## config.mk

```make
export PLATFORM = sky130hd
export DESIGN_NAME = condicionador_botoes
export DESIGN_NICKNAME = d
export VERILOG_FILES = /design/src/rtl/condicionador_botoes.sv
export SDC_FILE = /design/constraint.sdc
export NUM_CORES = 1
export LEC_CHECK = 0
export CAP_MARGIN = 20
export CORE_MARGIN = 2
export CORE_UTILIZATION = 40
export CTS_BUF_LIST = sky130_fd_sc_hd__clkbuf_2 sky130_fd_sc_hd__clkbuf_4 sky130_fd_sc_hd__clkbuf_8
export DETAILED_ROUTE_END_ITERATION = 8
export DONT_BUFFER_PORTS = 1
export PLACE_DENSITY = 0.51
export SLEW_MARGIN = 0
export SYNTH_ARGS = -nofsm -noshare
export SYNTH_HDL_FRONTEND = slang
export SYNTH_SLANG_ARGS = --single-unit
```

## constraint.sdc

```tcl
create_clock -name clk -period 2.5 [get_ports clk]
set_input_delay 0.375 -clock clk [delete_from_list [all_inputs] [get_ports clk]]
set_output_delay 0.375 -clock clk [all_outputs]
set_load 0.02 [all_outputs]
```

## src/rtl/condicionador_botoes.sv

```systemverilog
// Button conditioner: 2-flop sync, per-channel debounce, press pulses,
// and auto-repeat on the increment channel.
//   state  | meaning
//   IDLE   | inc level low, waiting for a press
//   DELAY  | held, counting towards the first auto-repeat (held at expiry if repeat off)
//   REPEAT | held, emitting a pulse every REPEAT_PERIOD cycles
module condicionador_botoes #(
    parameter int DEBOUNCE_CYCLES = 20000,
    parameter int REPEAT_DELAY    = 500000,
    parameter int REPEAT_PERIOD   = 150000
) (
    input  logic clk,
    input  logic reset,
    input  logic btn_ajuste_raw,
    input  logic btn_inc_raw,
    input  logic repeat_en,
    output logic btn_ajuste,
    output logic btn_inc,
    output logic nivel_ajuste,
    output logic nivel_inc
);
    localparam int DB_W    = $clog2(DEBOUNCE_CYCLES);
    localparam int RPT_MAX = (REPEAT_DELAY > REPEAT_PERIOD) ? REPEAT_DELAY : REPEAT_PERIOD;
    localparam int RPT_W   = $clog2(RPT_MAX);
    localparam logic [DB_W-1:0]  DB_LAST     = DB_W'(DEBOUNCE_CYCLES - 1);
    localparam logic [RPT_W-1:0] DELAY_LAST  = RPT_W'(REPEAT_DELAY - 1);
    localparam logic [RPT_W-1:0] PERIOD_LAST = RPT_W'(REPEAT_PERIOD - 1);

    typedef enum logic [1:0] {IDLE, DELAY, REPEAT} inc_state_t;

    // bit 0 = adjust channel, bit 1 = increment channel
    logic [1:0] sync_meta;
    logic [1:0] sync_s;
    logic [1:0] nivel;
    logic [1:0] db_flip;

    always_ff @(posedge clk or negedge reset) begin
        if (!reset) begin
            sync_meta <= '0;
            sync_s    <= '0;
        end else begin
            sync_meta <= {btn_inc_raw, btn_ajuste_raw};
            sync_s    <= sync_meta;
        end
    end

    for (genvar i = 0; i < 2; i++) begin : g_db
        logic [DB_W-1:0] cnt;
        logic            lvl;

        assign db_flip[i] = (sync_s[i] != lvl) && (cnt == DB_LAST);
        assign nivel[i]   = lvl;

        always_ff @(posedge clk or negedge reset) begin
            if (!reset) begin
                cnt <= '0;
                lvl <= 1'b0;
            end else if (db_flip[i]) begin
                cnt <= '0;
                lvl <= ~lvl;
            end else if (sync_s[i] == lvl) begin
                cnt <= '0;
            end else begin
                cnt <= cnt + DB_W'(1);
            end
        end
    end

    logic inc_rise;
    logic inc_fall;
    assign inc_rise = db_flip[1] & ~nivel[1];
    assign inc_fall = db_flip[1] &  nivel[1];

    assign nivel_ajuste = nivel[0];
    assign nivel_inc    = nivel[1];

    always_ff @(posedge clk or negedge reset) begin
        if (!reset) begin
            btn_ajuste <= 1'b0;
        end else begin
            btn_ajuste <= db_flip[0] & ~nivel[0];
        end
    end

    inc_state_t       state;
    inc_state_t       state_nxt;
    logic [RPT_W-1:0] rpt_cnt;
    logic [RPT_W-1:0] rpt_cnt_nxt;
    logic             inc_pulse_nxt;

    always_ff @(posedge clk or negedge reset) begin
        if (!reset) begin
            state   <= IDLE;
            rpt_cnt <= '0;
            btn_inc <= 1'b0;
        end else begin
            state   <= state_nxt;
            rpt_cnt <= rpt_cnt_nxt;
            btn_inc <= inc_pulse_nxt;
        end
    end

    // Release is tested first so it always beats a coincident expiry.
    always_comb begin
        state_nxt     = state;
        rpt_cnt_nxt   = rpt_cnt;
        inc_pulse_nxt = 1'b0;
        case (state)
            IDLE: begin
                if (inc_rise) begin
                    state_nxt     = DELAY;
                    rpt_cnt_nxt   = '0;
                    inc_pulse_nxt = 1'b1;
                end
            end
            DELAY: begin
                if (inc_fall) begin
                    state_nxt = IDLE;
                end else if (rpt_cnt >= DELAY_LAST) begin
                    if (repeat_en) begin
                        state_nxt     = REPEAT;
                        rpt_cnt_nxt   = '0;
                        inc_pulse_nxt = 1'b1;
                    end
                end else begin
                    rpt_cnt_nxt = rpt_cnt + RPT_W'(1);
                end
            end
            REPEAT: begin
                if (inc_fall) begin
                    state_nxt = IDLE;
                end else if (!repeat_en) begin
                    state_nxt = DELAY;
                end else if (rpt_cnt >= PERIOD_LAST) begin
                    rpt_cnt_nxt   = '0;
                    inc_pulse_nxt = 1'b1;
                end else begin
                    rpt_cnt_nxt = rpt_cnt + RPT_W'(1);
                end
            end
            default: state_nxt = IDLE;
        endcase
    end
endmodule

```

==> results of run 1 <==
synthesized netlist by cell type (2+ instances only):
master    count  area (µm²)
o21ai_0       4       20.02
nor4_1        2       12.51
nor3b_1       3       22.52
dfrtp_1      59        1476
and3_1        7       43.79
nor2_1       51       191.4
a21oi_1       6       30.03
o41ai_1       2       17.52
nor3_1        6       30.03
a31oi_1       2       12.51
nand4_1       9       56.30
nand2_1      23       86.33
and4b_1       2       20.02
inv_1        14       52.55
a22oi_1       5       37.54
nand3_1      20       100.1
o21a_1        3       22.52
and2_1        2       12.51
o21ai_1       3       15.01
buf_6         4       45.04
xor2_1       20       175.2
a22o_1       10       87.58
a21o_1        8       60.06
clkbuf_1     10       37.54
o211ai_1      3       22.52
nor2b_1       4       25.02
ha_1          7       87.58
nand2b_1      2       12.51
a211oi_1      2       15.01
and4_1        7       61.31
or2_1         2       12.51
xnor2_1       9       78.83
kinds of logic after synthesis:
group                      after synthesis  share of synthesized area [%]
xor gates and xnor gates                29                          8.040
DFF                                     59                          46.73
adders and majority gates                7                          2.772
AOI/OAI and AO/OA                       61                          14.53
buffers and inverters                   29                          4.436
and+or+nand+nor                        145                          23.48
area by class of cell:
cell class	instances	share of cell area, %
timing repair buffer	16	3.964
inverter	14	1.460
clock buffer	10	3.825
clock inverter	6	3.095
sequential	59	41.03
tap	102	3.547
multi-input combinational	242	43.08
power breakdown:
| part | total, mW | internal (mW) | switching (mW) |
|---|---|---|---|
| combinational | 0.0507 | 0.0153 | 0.0354 |
| clock | 1.10 | 0.691 | 0.408 |
| sequential | 0.975 | 0.965 | 0.00981 |
| total | 2.12 | 1.67 | 0.453 |
sequential cells by signal (all words and copies together) (netlist names):
signal	count
sync_s	2
sync_meta	2
state	2
g_db.cnt	30
btn_ajuste	1
btn_inc	1
rpt_cnt	19
nivel_ajuste	1
nivel_inc	1
worst reg2reg max path: stages, from the launching register on:
cell and delay [ns]:
dfrtp_1 0.38, ha_1 0.25, a21oi_1 0.18, o211ai_1 0.19, a21oi_1 0.33, o2111ai_2 0.25
buf_4 0.24, a21o_1 0.16, a22o_1 0.22
how the worst min path moves through the flow:
| stage | startpoint | to | slack (ns) | depth (start not counted) |
|---|---|---|---|---|
| final | btn_ajuste_raw | sync_meta[0] | 0.05 | 0 |
| after global routing | btn_ajuste_raw | sync_meta[0] | 0.03 | 0 |
| after CTS | btn_ajuste_raw | sync_meta[0] | 0.04 | 0 |
| after detailed placement | reset | sync_s[1] | 0.08 | 0 |
| after global placement | reset | state[0] | 0.08 | 0 |
| after floorplan | reset | btn_ajuste | 0.08 | 0 |
metal layers:
| metal | share of wire, % | up-vias |
|---|---|---|
| met1 | 52 | 1171 |
| met2 | 43 | 35 |
| li1 | - | 1191 |
| met3 | 2.8 | 10 |
| met5 | 0 | - |
| met4 | 1.9 | 0 |
stage by stage:
step	util [%]	power (mW)	setup slack, ns	hold WS (ns)
floorplan	-	1.014	0.3165	0.07941
global placement	43.07	1.019	0.2521	0.08061
detailed placement	43.07	1.020	0.1910	0.08086
CTS	46.79	2.153	0.1744	0.04002
global route	46.81	2.206	0.001190	0.02853
finish	46.81	2.125	0.1903	0.05164
what timing repair did:
item / in CTS / in global routing
hold buffers: 2 / 0
endpoints found under the hold margin: 59 / 0
endpoints found under the setup margin: 0 / 2
resized for setup: 0 / 1
==> results.json, run 1 <==
{
  "status": "finished, final reports clean",
  "boundaryPins": 9,
  "detail-route-antenna-nets": 0,
  "grt_usage_pct": 17.13,
  "path_class": "flop to flop",
  "synth_cell_types": 51,
  "max-vdd-ir-drop_mv": 0.2831,
  "use_met3_pct": 3.662,
  "place_congestion": 0.7799,
  "portBuffers": 0,
  "slew_violations": 0,
  "cp.arrival_ns": 2.54,
  "clk_latency_ns": 0.34,
  "reg2reg_from": "rpt_cnt[0]",
  "crit_chain": "ha_1 > a21oi_1 > o211ai_1 > a21oi_1 > o2111ai_2 > buf_4 > a21o_1 > a22o_1",
  "tritoncts": "yes",
  "cp.required_ns": 2.73,
  "hold_class": "input port to flop",
  "reg2reg_depth": 8,
  "clkSinkCount": 59,
  "drive_above_1_share_pct": 10.66,
  "path_buf_inv": 1,
  "synth_edf_count": 0,
  "root_buffer": "clkbuf_8",
  "drtIter0Drc": 87,
  "slew_headroom_pct": 67.19,
  "multi_input_area_mm2": 0.001550,
  "syn_avg_cell_area_um2": 9.574,
  "startpoint_type": "flop",
  "rsz0062_at_grt": "false",
  "htreeDepth": 3,
  "busiest_layer": "met2",
  "slowest_delay_ns": 0.38,
  "worstSetupPathDepth": 8,
  "final_cell_mix": "dfrtp_1 (59), nor2_1 (51), nand2_1 (23), nand3_1 (20), xor2_1 (20)",
  "post-route-drc-count": 0,
  "post_cts_buffers": 0,
  "via_per_inst": 5.361,
  "routed_wl_mm": 6.674,
  "min_period_ns": 2.310,
  "die_h_um": 92.87,
  "use_met1_pct": 23.84,
  "grt_pass1_vias": 2421,
  "ys_seq_area_share_pct": 46.73,
  "synth_flop_cell": "dfrtp_1",
  "endpoint_kind": "flop",
  "rows": 32,
  "netlist_area_mm2": 0.003159,
  "start_util_pct": 41.10,
  "cp_slowest_cell": "dfrtp_1",
  "finalNonFillerCells": 449,
  "placed_cells": 431,
  "grt_pass1_wl_mm": 11.54,
  "synthToLayoutAreaGrowth_pct": 13.90,
  "grt_max_degree": 60,
  "cts_buffers": 9,
  "clockBufferDepth": 2,
  "setup_viol": 0,
  "clkTransAtPathRegs_ns": 0.08,
  "core_region_area_mm2": 0.007687,
  "yosysWarnings": 0,
  "cp_common_cell": "a21oi_1",
  "post-route-period-util_pct": 92.39,
  "post_drt_wl_per_cell_um": 14.86,
  "crit_path_end": "rpt_cnt[3]",
  "detail_route.first_pass.iterations": 4,
  "reg2reg_to": "rpt_cnt[3]",
  "leakage_nw": 1.587,
  "nNetsFinal": 354,
  "final_cell_area_mm2": 0.003598,
  "hold_viol": 0,
  "hpwl_mm": 4.525,
  "antennaDiodeCount": 0,
  "tns_ns": 0,
  "ys_async_sr_fraction_pct": 100.0,
  "fmax_ghz": 0.4330,
  "die_w_um": 92.87,
  "via_count": 2407,
  "postSynthNetCount": 342,
  "met2_usage_pct": 25.18,
  "fp.dieArea_mm2": 0.008625,
  "regToRegSetupSlack_ns": 0.19,
  "gr-total-overflow": 0,
  "p_per_area_mw_per_mm2": 590.4,
  "crit_fanout": 11,
  "antenna_found_initial": 0,
  "layout_commonest_cell": "dfrtp_1",
  "syn_inst": 330,
  "crit_family": "compound AO/OA/AOI/OAI gates",
  "fill_cells": 748,
  "seqCellArea_mm2": 0.001476,
  "critPathLaunch": "rpt_cnt[0]",
  "placed_area_mm2": 0.003311,
  "ys_seq_elements": 59,
  "tightest_slew_ns": 0.4883,
  "max_cap_violations": 0,
  "clock_skew_ns": 0.009523
}
Power figures use the tool's default switching activity.
==> run 2, diff against run 1 <==
Settings changed: CTS_BUF_LIST sky130_fd_sc_hd__clkbuf_2 sky130_fd_sc_hd__clkbuf_4 sky130_fd_sc_hd__clkbuf_8 to sky130_fd_sc_hd__clkbuf_4 sky130_fd_sc_hd__clkbuf_8 sky130_fd_sc_hd__clkbuf_16.
Clock period 2.5 ns to 2.7 ns, I/O delays scaled along.
==> results.json, run 2 (same netlist as run 1, synthesis figures left out) <==
{
  "tightest_slew_ns": 0.5184,
  "min_to": "sync_meta[0]",
  "layout_commonest_cell": "dfrtp_1",
  "clkTransAtPathRegs_ns": 0.08,
  "tns_ns": 0,
  "gr-total-overflow": 0,
  "largest_reg_flops": 30,
  "root_buffer": "clkbuf_8",
  "drive_above_1_share_pct": 8.529,
  "start_util_pct": 41.10,
  "detail-route-antenna-nets": 0,
  "cts_buffers": 9,
  "slew_violations": 0,
  "die_h_um": 92.87,
  "die_w_um": 92.87,
  "endpoint_kind": "flop",
  "post-route-drc-count": 0,
  "nNetsFinal": 347,
  "antenna_found_initial": 0,
  "clkSinkCount": 59,
  "antennaDiodeCount": 0,
  "slew_headroom_pct": 65.18,
  "min_period_ns": 2.378,
  "grt_usage_pct": 16.56,
  "post_drt_wl_per_cell_um": 14.38,
  "holdPathStages": 0,
  "fp.dieArea_mm2": 0.008625,
  "reg2reg_from": "rpt_cnt[0]",
  "final_cell_mix": "dfrtp_1 (59), nor2_1 (51), nand2_1 (23), nand3_1 (20), xor2_1 (20)",
  "htreeDepth": 3,
  "place_congestion": 0.7732,
  "status": "finished, final reports clean",
  "via_count": 2340,
  "regToRegSetupSlack_ns": 0.32,
  "cp.required_ns": 2.92,
  "reg2reg_to": "rpt_cnt[4]",
  "max-vdd-ir-drop_mv": 0.2593,
  "reg2reg_depth": 9,
  "synthToLayoutAreaGrowth_pct": 10.69,
  "p_per_area_mw_per_mm2": 502.9,
  "max_cap_violations": 0,
  "cp.arrival_ns": 2.60,
  "clock_skew_ns": 0.008845,
  "rows": 32,
  "hold_buffers": 2,
  "drtIter0Drc": 68,
  "hold_viol": 0,
  "fmax_ghz": 0.4205,
  "portBuffers": 0,
  "crit_fanout": 11,
  "routed_wl_mm": 6.356,
  "via_per_inst": 5.294,
  "clockBufferDepth": 2,
  "setup_viol": 0,
  "grt_pass1_vias": 2318,
  "regMostFlops": "g_db.cnt",
  "post-route-period-util_pct": 88.07,
  "grt_pass1_wl_mm": 11.18,
  "detail_route.first_pass.iterations": 4,
  "leakage_nw": 1.526,
  "tritoncts": "yes",
  "boundaryPins": 9,
  "fin_util_pct": 45.49,
  "hpwl_mm": 4.304,
  "clk_latency_ns": 0.34,
  "path_class": "flop to flop",
  "startpoint_type": "flop",
  "hold_class": "input port to flop",
  "post_cts_buffers": 0,
  "grt_max_degree": 60,
  "post_cts_resized": 0,
  "hp-start": "btn_ajuste_raw",
  "rsz0062_at_grt": "false",
  "top_regs": "g_db.cnt: 30 flops, rpt_cnt: 19 flops",
  "core_region_area_mm2": 0.007687
}
[run 2: cell count changes in the layout (fill, tap and decap cells not counted)]
| cell | previous run | this run |
|---|---|---|
| buf_4 | 14 | 7 |
| clkinv_4 | 0 | 3 |
| clkbuf_8 | 10 | 9 |
| bufinv_16 | 3 | 1 |
| o21a_1 | 2 | 3 |
| o21a_2 | 1 | 0 |
[run 2: worst max path at each step]
stage	startpoint	to	slack, ns	depth (start not counted)
3_5_place_dp	g_db[1].cnt[0]	rpt_cnt[4]	0.34	9
4_1_cts	g_db[1].cnt[0]	rpt_cnt[4]	0.32	9
3_3_place_gp	rpt_cnt[0]	rpt_cnt[4]	0.37	9
2_1_floorplan	g_db[1].cnt[0]	rpt_cnt[18]	0.52	9
5_1_grt	rpt_cnt[0]	rpt_cnt[6]	0.13	9
6_report	rpt_cnt[0]	rpt_cnt[4]	0.32	9
[run 2: cell type report]
cell class	instances	area (µm²)
fill	764	4190
multi-input combinational	242	1549
sequential	59	1476
tap	102	127.6
clock buffer	9	123.9
timing repair buffer	9	90.09
clock inverter	7	77.57
inverter	14	52.55
[run 2: metrics by stage]
stage	cell area (µm²)	hold WS, ns	setup WS [ns]	cells	power [mW]
4_1_cts	3497	0.06801	0.3211	442	1.789
5_1_grt	3497	0.05857	0.1264	442	1.834
3_5_place_dp	3258	0.1111	0.3399	424	0.9438
6_report	3497	0.08720	0.3221	442	1.759
2_1_floorplan	3159	0.1094	0.5165	330	0.9388
3_3_place_gp	3258	0.1106	0.3684	424	0.9437
[run 2: worst max-delay path, stage by stage, from the launching register on]
cell	delay [ns]
dfrtp_1	0.42
ha_1	0.25
a21oi_1	0.08
o211ai_1	0.29
a21oi_1	0.20
o2111ai_2	0.29
buf_4	0.21
nor2b_1	0.06
buf_4	0.17
a221o_1	0.29
[run 2: power by group]
part	internal, mW	switching [mW]	total, mW
Combinational	0.0139	0.0323	0.0462
Sequential	0.894	0.00890	0.903
Clock	0.432	0.378	0.810
[run 2: routing by layer]
layer	GRT usage [%]	wire length, µm
met2	24.58	2812
met4	7.353	87
met5	0	0
met1	23.30	3282
met3	3.417	175
==> run 3, diff against run 2 <==
Settings changed: SETUP_SLACK_MARGIN set to 0.2, SLEW_MARGIN 0 to 10.
==> results.json, run 3 (same netlist as run 1, synthesis figures left out) <==
{
  "regMostFlops": "g_db.cnt",
  "gr-total-overflow": 0,
  "internal_power_mw": 1.339,
  "hpwl_mm": 4.304,
  "clkSinkCount": 59,
  "hold_viol": 0,
  "place_congestion": 0.7732,
  "setup_slack_ns": 0.3375,
  "htreeDepth": 3,
  "clkTransAtPathRegs_ns": 0.08,
  "comb_power_share_pct": 2.6,
  "slew_headroom_pct": 64.83,
  "via_per_inst": 5.271,
  "grt_max_degree": 60,
  "core_region_area_mm2": 0.007687,
  "max-vdd-ir-drop_mv": 0.2593,
  "antenna_found_initial": 0,
  "startpoint_type": "flop",
  "crit_family": "compound AO/OA/AOI/OAI gates",
  "post-route-period-util_pct": 87.50,
  "switching_power_uw": 419.2,
  "seqCellArea_mm2": 0.001476,
  "routed_wl_mm": 6.344,
  "cts_buffers": 9,
  "min_period_ns": 2.362,
  "cp.arrival_ns": 2.58,
  "cp_slowest_cell": "dfrtp_1",
  "boundaryPins": 9,
  "clockBufferDepth": 2,
  "detail_route.first_pass.iterations": 4,
  "clkPwrFrac_pct": 46.1,
  "tritoncts": "yes",
  "swShare_pct": 23.84,
  "drive_above_1_share_pct": 9.412,
  "fin_util_pct": 45.62,
  "hold_class": "input port to flop",
  "fill_cells": 763,
  "path_class": "flop to flop",
  "p_per_area_mw_per_mm2": 501.4,
  "clock_skew_ns": 0.008682,
  "grt_usage_pct": 16.56,
  "antennaDiodeCount": 0,
  "multi_input_area_mm2": 0.001559,
  "reg2reg_depth": 9,
  "slew_violations": 0,
  "path_buf_inv": 2,
  "final_cell_mix": "dfrtp_1 (59), nor2_1 (51), nand2_1 (23), nand3_1 (20), xor2_1 (20)",
  "die_w_um": 92.87,
  "post-place-ws_ns": 0.3399,
  "grt_pass1_vias": 2318,
  "tightest_slew_ns": 0.5235,
  "tns_ns": 0,
  "grt_pass1_wl_mm": 11.18,
  "largest_reg_flops": 30,
  "nNetsFinal": 347,
  "crit_fanout": 11,
  "crit_chain": "ha_1 > and4_1 > and4_1 > a31o_2 > o2111ai_2 > buf_4 > nor2b_1 > buf_4 > a221o_1",
  "max_cap_violations": 0,
  "top_regs": "g_db.cnt: 30 flops, rpt_cnt: 19 flops",
  "die_h_um": 92.87,
  "layout_commonest_cell": "dfrtp_1",
  "rows": 32,
  "fp.dieArea_mm2": 0.008625,
  "seqPwrFrac_pct": 51.3,
  "setup_viol": 0,
  "worstSetupPathDepth": 9,
  "drtIter0Drc": 76,
  "rsz0062_at_grt": "false",
  "fmax_ghz": 0.4233,
  "start_util_pct": 41.10,
  "post-route-drc-count": 0,
  "portBuffers": 0,
  "synthToLayoutAreaGrowth_pct": 11.01,
  "clk_latency_ns": 0.34,
  "detail-route-antenna-nets": 0,
  "via_count": 2330,
  "endpoint_kind": "flop",
  "cp.required_ns": 2.92,
  "leakage_nw": 1.529,
  "post_drt_wl_per_cell_um": 14.35,
  "slowest_delay_ns": 0.41,
  "status": "finished, final reports clean",
  "root_buffer": "clkbuf_8",
  "holdPathStages": 0
}
[run 3: cell counts in the layout (fill, tap and decap cells not counted)]
No cell type changed its count.
[run 3: power groups by stage]
stage | combinational [mW] | clock (mW) | sequential [mW]
2_1_floorplan | 0.0208 | 0 | 0.918
3_3_place_gp | 0.0242 | 0 | 0.920
3_5_place_dp | 0.0238 | 0 | 0.920
4_1_cts | 0.0484 | 0.838 | 0.902
5_1_grt | 0.0549 | 0.876 | 0.904
6_report | 0.0462 | 0.810 | 0.903
[run 3: repair_timing]
item                                   4_1_cts  5_1_grt
hold buffers                                 2        0
endpoints found under the hold margin       59        0
setup endpoints to repair                    0       12
buffers inserted                             0        0
gates resized for setup                      0        3
[run 3: per-stage QoR]
| stage | power [mW] | hold slack, ns | area, µm² | cells |
|---|---|---|---|---|
| 4_1_cts | 1.789 | 0.06801 | 3497 | 442 |
| 3_5_place_dp | 0.9438 | 0.1111 | 3258 | 424 |
| 3_3_place_gp | 0.9437 | 0.1106 | 3258 | 424 |
| 6_report | 1.758 | 0.08906 | 3507 | 442 |
| 5_1_grt | 1.834 | 0.05857 | 3507 | 442 |
| 2_1_floorplan | 0.9388 | 0.1094 | 3159 | 330 |
[run 3: final timing paths]
path / startpoint / endpoint / slack [ns]
worst max-delay path: g_db[1].cnt[0] / rpt_cnt[4] / 0.34
worst min-delay path: btn_ajuste_raw / sync_meta[0] / 0.09
worst max register to register: g_db[1].cnt[0] / rpt_cnt[4] / 0.34
worst min register to register: sync_meta[1] / sync_s[1] / 0.35
max in group asynchronous: reset / rpt_cnt[7] / 1.84
min in group asynchronous: reset / g_db[1].cnt[14] / 0.62
[run 3: per-layer routing]
| layer | global-route usage [%] | vias to the layer above | wire length (µm) |
|---|---|---|---|
| li1 | - | 1179 | - |
| met1 | 23.30 | 1121 | 3321 |
| met2 | 24.58 | 20 | 2823 |
| met3 | 3.417 | 10 | 112 |
| met4 | 7.353 | 0 | 87 |
| met5 | 0 | - | 0 |
[run 3: area by class of cell]
type                       count  share of cell area [%]
inverter                      14                   1.498
tap                          102                   3.639
multi-input combinational    242                   44.45
clock buffer                   9                   3.532
timing repair buffer           9                   2.569
sequential                    59                   42.10
clock inverter                 7                   2.212
